===== src/rtl/fifo_uart_pkg.sv =====
// Shared types and constants for the FIFO-draining UART transmitter.
package fifo_uart_pkg;

   localparam int UART_DATA_W          = 8;
   localparam int DEFAULT_CLKS_PER_BIT = 16;

   // Transmitter FSM states, 3-bit encoding.
   typedef enum logic [2:0] {
      IDLE  = 3'd0,
      FETCH = 3'd1,
      LOAD  = 3'd2,
      START = 3'd3,
      DATA  = 3'd4,
      STOP  = 3'd5
   } tx_state_t;

endpackage


===== src/rtl/fifo_uart_tx_if.sv =====
// FIFO read-port handshake between the byte FIFO and its drain stage.
// master: the consumer issuing read strobes; slave: the FIFO answering them.
interface fifo_uart_tx_if
   import fifo_uart_pkg::*;
();

   logic                   rd;
   logic                   empty;
   logic [UART_DATA_W-1:0] fifo_data;

   modport master (output rd, input empty, input fifo_data);
   modport slave  (input rd, output empty, output fifo_data);

endinterface


===== src/rtl/uart_baud_counter.sv =====
// Bit-period counter: counts 0..CLKS_PER_BIT-1, held at zero while clr is high.
// tick marks the last cycle of a bit, pre_tick the cycle before it.
module uart_baud_counter #(
   parameter int CLKS_PER_BIT = 16
) (
   input  logic clk,
   input  logic rst,
   input  logic clr,
   output logic tick,
   output logic pre_tick
);

   localparam int                CNT_W = $clog2(CLKS_PER_BIT);
   localparam logic [CNT_W-1:0]  LAST  = CNT_W'(CLKS_PER_BIT - 1);
   localparam logic [CNT_W-1:0]  PRE   = CNT_W'(CLKS_PER_BIT - 2);

   logic [CNT_W-1:0] cnt;

   assign tick     = (cnt == LAST);
   assign pre_tick = (cnt == PRE);

   // Count within a bit period, wrapping at the bit boundary.
   always_ff @(posedge clk or negedge rst) begin
      if (!rst) begin
         cnt <= '0;
      end else if (clr || tick) begin
         cnt <= '0;
      end else begin
         cnt <= cnt + 1'b1;
      end
   end

endmodule


===== src/rtl/fifo_uart_tx.sv =====
// FIFO drain stage: pops one byte at a time and sends it as 8N1 on tx.
module fifo_uart_tx
   import fifo_uart_pkg::*;
#(
   parameter int CLKS_PER_BIT = DEFAULT_CLKS_PER_BIT
) (
   input  logic           clk,
   input  logic           rst,
   input  logic           en,
   fifo_uart_tx_if.master fifo,
   output logic           tx,
   output logic           busy,
   output logic           done
);

   if (CLKS_PER_BIT < 2) begin : g_bad_clks_per_bit
      $error("fifo_uart_tx: CLKS_PER_BIT must be at least 2");
   end

   tx_state_t              state;
   logic [UART_DATA_W-1:0] shreg;
   logic [2:0]             bit_idx;
   logic                   baud_clr;
   logic                   tick;
   logic                   pre_tick;

   // The counter is held at zero outside the timed states, and it wraps to
   // zero at every bit boundary, so each state entry starts from count 0.
   assign baud_clr = (state == IDLE) || (state == FETCH) || (state == LOAD);

   uart_baud_counter #(
      .CLKS_PER_BIT (CLKS_PER_BIT)
   ) u_baud (
      .clk      (clk),
      .rst      (rst),
      .clr      (baud_clr),
      .tick     (tick),
      .pre_tick (pre_tick)
   );

   // Frame sequencer; every output is registered and set one edge ahead
   // of the state it belongs to.
   always_ff @(posedge clk or negedge rst) begin
      if (!rst) begin
         // NOTE: the shift register is a plain flop bank, so it is reset with
         // the FSM; a partly sent byte never leaks into the next frame.
         state   <= IDLE;
         shreg   <= '0;
         bit_idx <= '0;
         fifo.rd <= 1'b0;
         tx      <= 1'b1;
         busy    <= 1'b0;
         done    <= 1'b0;
      end else begin
         // NOTE: non-blocking throughout, so every branch below reads the
         // values from before this edge regardless of statement order.
         done <= 1'b0;
         case (state)
            IDLE: begin
               tx <= 1'b1;
               if (en && !fifo.empty) begin
                  state   <= FETCH;
                  fifo.rd <= 1'b1;
                  busy    <= 1'b1;
               end
            end
            FETCH: begin
               state   <= LOAD;
               fifo.rd <= 1'b0;
            end
            LOAD: begin
               shreg   <= fifo.fifo_data;
               bit_idx <= '0;
               tx      <= 1'b0;
               state   <= START;
            end
            START: begin
               if (tick) begin
                  tx    <= shreg[0];
                  state <= DATA;
               end
            end
            DATA: begin
               if (tick) begin
                  shreg <= {1'b0, shreg[UART_DATA_W-1:1]};
                  if (bit_idx == 3'(UART_DATA_W - 1)) begin
                     tx    <= 1'b1;
                     state <= STOP;
                  end else begin
                     tx      <= shreg[1];
                     bit_idx <= bit_idx + 3'd1;
                  end
               end
            end
            STOP: begin
               if (pre_tick) begin
                  done <= 1'b1;
               end
               if (tick) begin
                  busy  <= 1'b0;
                  state <= IDLE;
               end
            end
            default: begin
               state <= IDLE;
            end
         endcase
      end
   end

endmodule


===== src/flat_wrapper.sv =====
// flat-port wrapper written by rule: the top's interface ports become plain ports
module fifo_uart_tx_flat import fifo_uart_pkg::*;
#(
   parameter int CLKS_PER_BIT = DEFAULT_CLKS_PER_BIT
)
  (clk, rst, en, tx, busy, done, fifo_rd, fifo_empty, fifo_fifo_data);
  fifo_uart_tx_if fifo_i ();
  input  logic clk;
  input  logic rst;
  input  logic en;
  output logic tx;
  output logic busy;
  output logic done;
  output wire logic [$bits(fifo_i.rd)-1:0] fifo_rd;
  input wire logic [$bits(fifo_i.empty)-1:0] fifo_empty;
  input wire logic [$bits(fifo_i.fifo_data)-1:0] fifo_fifo_data;
  assign fifo_rd = fifo_i.rd;
  assign fifo_i.empty = fifo_empty;
  assign fifo_i.fifo_data = fifo_fifo_data;
  fifo_uart_tx #(.CLKS_PER_BIT(CLKS_PER_BIT)) u_core (.clk(clk), .rst(rst), .en(en), .fifo(fifo_i), .tx(tx), .busy(busy), .done(done));
endmodule

===== config.mk =====
export PLATFORM = sky130hd
export DESIGN_NAME = fifo_uart_tx_flat
export DESIGN_NICKNAME = d
export VERILOG_FILES = /design/src/rtl/fifo_uart_pkg.sv /design/src/rtl/fifo_uart_tx_if.sv /design/src/rtl/uart_baud_counter.sv /design/src/rtl/fifo_uart_tx.sv /design/src/flat_wrapper.sv
export SDC_FILE = /design/constraint.sdc
export NUM_CORES = 1
export LEC_CHECK = 0
export ABC_AREA = 1
export BUFFER_PORTS_ARGS = -buffer_cell sky130_fd_sc_hd__buf_2
export CAP_MARGIN = 20
export CORE_MARGIN = 4
export CORE_UTILIZATION = 35
export CTS_CLUSTER_DIAMETER = 200
export DETAILED_ROUTE_END_ITERATION = 12
export GPL_ROUTABILITY_DRIVEN = 0
export PLACE_DENSITY = 0.57
export SYNTH_ARGS = -nofsm -noshare
export SYNTH_HDL_FRONTEND = slang
export SYNTH_SLANG_ARGS = --single-unit
export TNS_END_PERCENT = 50

===== constraint.sdc =====
create_clock -name clk -period 1.6 [get_ports clk]
set_clock_uncertainty 0.1 [all_clocks]
set_input_delay 0.16 -clock clk [delete_from_list [all_inputs] [get_ports clk]]
set_output_delay 0.16 -clock clk [all_outputs]
set_load 0.1 [all_outputs]

======== After elaboration in Yosys (flattened, before gate mapping) ========
Cells that the tools add are included.
storage, ports and cells
  bits in registers ....................... 22
  input bits .............................. 12
operators by class
  reductions and logical operators ........ 16
  equal/unequal tests ..................... 14
  add/sub/neg operators ................... 2
  muxes and demuxes ....................... 22
operators with widths
  cell                   count
  $mux W3                7
  $pmux W3 S6            1
  $pmux W8 S2            1
  $ne A2 B2 Y1 const B   5
  $eq A3 B3 Y1 const B   3
  $reduce_and A3 Y1      3
  $eq A4 B4 Y1 const B   2
  $mux W8                1
  $mux W1                7
  $eq A3 B2 Y1 const B   2
  $pmux W3 S2            1
  $reduce_bool A2 Y1     3
  $reduce_and A5 Y1      1
  $add A4 B1 Y4 const B  1
  $mux W4                1
  $pmux W1 S2            2
  $pmux W1 S4            1
  $reduce_and A2 Y1      2
  $reduce_bool A4 Y1     1
  $add A3 B1 Y3 const B  1
  $eq A3 B1 Y1 const B   1
  $logic_not A3 Y1       1
  $logic_or A1 B1 Y1     3
  $ne A2 B1 Y1 const B   1
  2 further kinds        2

======== Depth between registers and ports, before layout ========
Gate-level depths: netlist (run 1).
  depth after elaboration ................. 5
  mapped depth ............................ 10

======== Hierarchy ========
A second synthesis (run 1) with hierarchy kept.
unflattened totals
  cell total of the unflattened synthesis .. 151
  area total of the unflattened synthesis .. 1203.7 µm²
modules (own cells, without submodules)
  module             cells an instance  seq. area each (µm²)  instances  area an instance (µm²)
  fifo_uart_tx       130                451.7                 1          1001.0
  uart_baud_counter  21                 100.1                 1          202.7

======== Least setup slack after synthesis (run 1) ========
OpenSTA, ideal clock, no wires.
  kind .................................... reg-to-reg
  from .................................... reg u_core.u_baud.cnt[0]
  to ...................................... reg u_core.u_baud.cnt[3]
  setup slack ............................. 0.171 ns
  path buffers ............................ 0
  required time ........................... 1.429 ns
  arrival ................................. 1.258 ns
  cell stages (with the launch flop) ...... 6
  cell sequence ........................... dfrtp_1 ha_1 nand3_1 inv_1 or2_2 nor2_1
between the ends
  word-level cells in the longest chain between the ends .. 3
  elaborated cells between the ends (all ways) .. 4
  those cells by class .................... 1 x add/sub; 1 x eq/ne; 1 x mux; 1 x reduce/logical
RTL lines
  element                                                line                     text
  start, declared                                        uart_baud_counter.sv:17  logic [CNT_W-1:0] cnt;
  start signal, assigned                                 uart_baud_counter.sv:29  cnt <= cnt + 1'b1;
  branches (longest 2 deep; another with $add A4 B1 Y4)  -
  $mux W4 (*)                                            uart_baud_counter.sv:26  end else if (clr || tick) begin
Mark *: on every way between the ends.
A chain may end at the register's enable or synchronous reset.

======== Final worst setup path (run 1) ========
  from .................................... reg u_core.tx
  to ...................................... out tx
RTL lines
  element                 line                text
  start, declared         fifo_uart_tx.sv:11  output logic tx,
  start signal, assigned  fifo_uart_tx.sv:79  tx <= shreg[0];
  start signal, assigned  fifo_uart_tx.sv:90  tx <= shreg[1];
  end, declared           flat_wrapper.sv:11  output logic tx;
No word-level cell between the ends.

==> flow_metrics.py, run 1 <==
metrics = {
    "drt": {
        "vias": 959,
        "avgRoutedWirePerCell_um": 10.3,
        "routed_wl_um": 2130,
        "final_antenna_net_count": 0,
        "first_pass_iters": 4,
        "viasPerCell": 4.63,
        "drtIter0Drc": 30,
        "remaining_drc_errors": 0,
    },
    "placed_design": {
        "portBuffers": 15,
        "pre_cts_ws_ps": 24.4,
        "dp_hpwl_um": 1600,
        "dp_cells": 201,
    },
    "final_layout": {
        "area_growth_pct": 17.5,
        "drive_gt1_share_pct": 22.7,
        "final_net_count": 180,
        "n_antenna_cell": 0,
        "instances_no_fill": 207,
    },
    "grt": {
        "grt_max_degree": 23,
        "overflow": 0,
        "grt_pass1_vias": 925,
        "grt_usage_pct": 10.7,
        "antenna_found_initial": 0,
        "grt_pass1_wl_um": 3620,
    },
    "yosys": {
        "synth_mux_area_share_pct": 0,
        "synth_edf_count": 0,
        "ys_seq_elements": 22,
        "syn_avg_cell_area_um2": 8.23,
        "synth_top_family_by_area": "simple AND/OR/NAND/NOR gates",
        "async_reset_ff_share_pct": 100,
        "synth_fp_nets": 160,
        "synthAdderAreaFrac_pct": 4.22,
        "synth_simple_gate_area_share_pct": 22.8,
        "ys_top_cells_by_area": "dfrtp_1 (44%), nand2_1 (8.9%), o21ai_0 (7.2%)",
        "synth-compound-area-share_pct": 14.0,
        "synth_common_cells": "nand2_1 (28), dfrtp_1 (21), inv_1 (21)",
        "syn_area_mm2": 0.00118,
        "synthCells": 144,
        "yosys_warnings": 0,
        "yosysMostFrequentCell": "nand2_1",
        "synth_cell_types": 27,
        "seq_area_frac_synth_pct": 46.6,
        "synth_xor_area_share_pct": 1.48,
        "yosys.area.top_type": "dfrtp_1",
        "yosys.area.top_type_share_pct": 44.4,
        "ys.flop_type": "dfrtp_1",
    },
    "timing": {
        "setup_ws_ps": 73.9,
        "rsz0062_at_grt": "true",
        "fmax_mhz": 655,
        "hold_violations": 0,
        "fin_crit_ps": 1530,
        "drv_slew": 0,
        "relSlewSlack_pct": 67.4,
        "setup_viol": 0,
        "fin_crit_sh_pct": 95.4,
        "worstMarginPinSlew_ps": 489,
    },
    "floorplan": {
        "die_h_um": 66.2,
        "die-area_mm2": 0.00438,
        "die_w_um": 66.2,
        "start_util_pct": 37.6,
        "io_pins": 16,
        "coreArea_mm2": 0.00315,
        "rows": 20,
    },
    "setup_path": {
        "crit_family": "flip-flops",
        "critPathRequiredTime_ps": 1340,
        "worstRegToRegCells": 6,
        "crit_path_start_kind": "flop",
        "slowest_delay_ps": 540,
        "cp-end-kind": "output port",
        "critical_path_depth": 1,
        "critical_path_class": "reg -> out",
        "crit_path_max_fanout": 2,
        "worst_ep_arrival_time_ps": 1270,
        "crit_buf_inv": 1,
        "slowest_stage": "dfstp_2",
        "crit_chain": "buf_2",
    },
    "hold_path": {
        "hold-path-cell-count": 5,
        "hold_class": "in -> reg",
    },
    "clock_tree": {
        "cts_made_buffers": 3,
        "cts_tree": "yes",
        "root_buffer": "clkbuf_4",
        "clock-sinks": 22,
        "htreeDepth": 1,
        "path_clk_slew_ps": 120,
        "clk_path_buf_depth": 2,
        "cts_setup_buffers": 0,
        "clock_latency_ps": 310,
    },
    "outcome": {
        "status": "finished, final reports clean",
    },
    "power_and_ir_drop": {
        "leakage_nw": 0.709,
        "peakVddDrop_mv": 0.729,
        "powerDensity_mw_per_mm2": 1920,
        "total_power_mw": 2.68,
    },
    "job": {
        "maxCapViolCount": 0,
    },
}
state kept, by name, summed over array words and instances (netlist names):
register           count
u_core.busy            1
u_core.u_baud.cnt      4
u_core.fifo.rd         1
u_core.state           3
u_core.done            1
u_core.tx              1
u_core.shreg           8
u_core.bit_idx         3
routing by layer:
metal	vias to the layer above	routed length, um	global-route usage, %
li1	501	-	-
met4	0	24	3.55
met3	4	128	4.25
met2	26	1000	18.5
met5	-	0	0
met1	428	978	11.8
metrics by stage:
stage	hold WS, ps	area, um2	TNS (ps)	utilization, %
2_1_floorplan	-236	1180	0	-
3_3_place_gp	57.6	1300	0	41.2
3_5_place_dp	56.8	1300	0	41.2
4_1_cts	33.2	1380	0	43.7
5_1_grt	70.2	1390	-14.0	44.2
6_report	51.1	1390	0	44.2
worst paths after layout:
check / startpoint / end / slack [ps]
setup / recovery: u_core.tx / tx / 70
hold / removal: fifo_fifo_data[1] / u_core.shreg[1] / 50
setup reg to reg: u_core.bit_idx[0] / u_core.bit_idx[0] / 100
hold reg to reg: u_core.tx / u_core.tx / 370
max in group asynchronous: rst / u_core.state[0] / 810
min in group asynchronous: rst / u_core.shreg[7] / 230
cell type report:
cell class	instances	area [um2]
Fill cell	327	1760
Clock buffer	3	22.5
Sequential cell	22	553
Inverter	21	78.8
Tap cell	44	55.1
Timing Repair Buffer	20	130
Clock inverter	1	30.0
Multi-Input combinational cell	96	523
cells by family after synthesis:
group                    after synthesis
XOR/XNOR                               2
AO/OA/AOI/OAI                         30
flip-flops                            22
adder cells (fa/ha/maj)                4
buffers and inverters                 26
AND/OR/NAND/NOR                       60
repair_timing:
action	CTS	global route
pin swaps	0	2
setup endpoints to repair	1	4
hold endpoints to repair	22	0
hold buffers	2	0
gates resized for setup	1	9
cell usage in the layout, fill, tap and decap left out, drive strengths merged, types with 2 or more instances in the layout:
cell	n
inv	21
dfrtp	21
nand3	12
nor2	13
a21oi	5
clkbuf	3
dlygate4sd3	2
ha	4
nand4	2
buf	18
o21ai	21
nand2	30
report_power, final:
part | internal [mW] | total, mW | switching [mW]
combinational | 0.437 | 1.34 | 0.901
sequential | 0.773 | 0.920 | 0.147
clock | 0.253 | 0.423 | 0.170
No activity file was read; power rests on OpenSTA's default activity.
==> inputs of run 2 (changes only) <==
Settings changed: GPL_TIMING_DRIVEN set to 0.
==> flow_metrics.py, run 2 (synthesis gave the netlist of run 1 again) <==
metrics = {
    "job": {
        "maxCapViolCount": 0,
    },
    "drt": {
        "drtIter0Drc": 67,
        "first_pass_iters": 4,
        "vias": 1022,
        "final_antenna_net_count": 0,
        "remaining_drc_errors": 0,
        "routed_wl_um": 2340,
        "viasPerCell": 4.67,
        "avgRoutedWirePerCell_um": 10.7,
    },
    "floorplan": {
        "rows": 20,
        "coreArea_mm2": 0.00315,
        "die-area_mm2": 0.00438,
        "io_pins": 16,
        "start_util_pct": 37.6,
        "die_h_um": 66.2,
        "die_w_um": 66.2,
    },
    "setup_path": {
        "slowest_delay_ps": 550,
        "crit_family": "flip-flops",
        "crit_path_start_kind": "flop",
        "slowest_stage": "dfstp_2",
        "crit_path_max_fanout": 2,
        "critical_path_class": "reg -> out",
        "cp-end-kind": "output port",
        "critPathRequiredTime_ps": 1340,
        "crit_buf_inv": 1,
        "worst_ep_arrival_time_ps": 1260,
        "crit_chain": "buf_2",
    },
    "clock_tree": {
        "cts_tree": "yes",
        "cts_made_buffers": 3,
        "clock_latency_ps": 300,
        "clock-sinks": 22,
        "path_clk_slew_ps": 120,
        "htreeDepth": 1,
        "clk_path_buf_depth": 2,
        "root_buffer": "clkbuf_4",
    },
    "final_layout": {
        "final_common_cell": "nand2_1",
        "n_antenna_cell": 0,
        "regMostFlops": "u_core.shreg",
        "largestRegisters": "u_core.shreg x8, u_core.u_baud.cnt x4",
        "area_growth_pct": 25.9,
        "largest_reg_flops": 8,
        "final_cell_mix": "nand2_1 (27), inv_1 (20), dfrtp_1 (20), buf_2 (17)",
        "instances_no_fill": 219,
        "final_net_count": 192,
        "drive_gt1_share_pct": 28.6,
    },
    "grt": {
        "overflow": 0,
        "busiest_layer": "met2",
        "met3_usage_pct": 2.89,
        "grt_max_degree": 23,
        "antenna_found_initial": 0,
        "grt_use_met2_pct": 19.1,
        "grt_pass1_wl_um": 4190,
        "grt_pass1_vias": 954,
        "grt_usage_pct": 12.1,
        "grtUsageMet1_pct": 16.0,
    },
    "timing": {
        "fmax_mhz": 657,
        "setup_viol": 0,
        "setup_ws_ps": 76.8,
        "worstMarginPinSlew_ps": 496,
        "relSlewSlack_pct": 66.9,
        "drv_slew": 0,
        "fin_crit_ps": 1520,
        "rsz0062_at_grt": "true",
        "hold_violations": 0,
        "fin_crit_sh_pct": 95.2,
    },
    "power_and_ir_drop": {
        "leakage_nw": 0.774,
        "peakVddDrop_mv": 0.573,
        "powerDensity_mw_per_mm2": 1850,
    },
    "hold_path": {
        "hold_class": "in -> reg",
    },
    "placed_design": {
        "dp_hpwl_um": 1640,
        "pre_cts_ws_ps": -66.5,
        "portBuffers": 15,
        "dp_cells": 203,
    },
    "outcome": {
        "status": "finished, final reports clean",
    },
}
[run 2: per-stage QoR]
| step | total power [mW] | utilization [%] | TNS (ps) | hold WS, ps | area, um2 |
|---|---|---|---|---|---|
| after floorplan | 2.02 | - | 0 | -236 | 1180 |
| after global placement | 2.25 | 41.7 | -52.5 | 57.3 | 1320 |
| after detailed placement | 2.27 | 41.7 | -322 | 57.9 | 1320 |
| after CTS | 2.60 | 43.9 | -23.4 | 49.6 | 1380 |
| after global routing | 3.02 | 47.3 | -97.1 | 67.6 | 1490 |
| final | 2.76 | 47.3 | 0 | 75.4 | 1490 |
[run 2: per-layer routing]
layer	wire [um]	share of wire, %
met1	1070	46
met5	0	0
met2	1100	47
met3	152	6.5
met4	17	0.73
[run 2: path summary, 6_finish.rpt]
path	from	end	slack [ps]	depth (start not counted)
max	u_core.tx	tx	80	1
min	en	u_core.fifo.rd	80	3
max reg2reg	u_core.bit_idx[0]	u_core.bit_idx[2]	80	6
min reg2reg	u_core.tx	u_core.tx	370	2
max in group asynchronous	rst	u_core.state[0]	800	2
min in group asynchronous	rst	u_core.fifo.rd	240	2
[run 2: timing repair]
item,in CTS,in global routing
pin swaps,0,4
buffers inserted,0,9
hold buffers,2,0
setup endpoints to repair,11,12
resized for setup,2,15
gates cloned,0,1
endpoints found under the hold margin,22,0
[run 2: final cells by class]
class | instances | area (um2)
Buffer | 5 | 50.0
Clock buffer | 4 | 36.3
Fill cell | 343 | 1660
Inverter | 21 | 81.3
Multi-Input combinational cell | 96 | 548
Sequential cell | 22 | 553
Tap cell | 44 | 55.1
Timing Repair Buffer | 27 | 168
[run 2: where the power goes]
| group | total [mW] | leakage [nW] | switching, mW | internal [mW] |
|---|---|---|---|---|
| sequential | 0.881 | 0.278 | 0.107 | 0.773 |
| clock | 0.299 | 0.0210 | 0.160 | 0.139 |
| combinational | 1.58 | 0.475 | 1.01 | 0.571 |
| total | 2.76 | 0.774 | 1.28 | 1.48 |
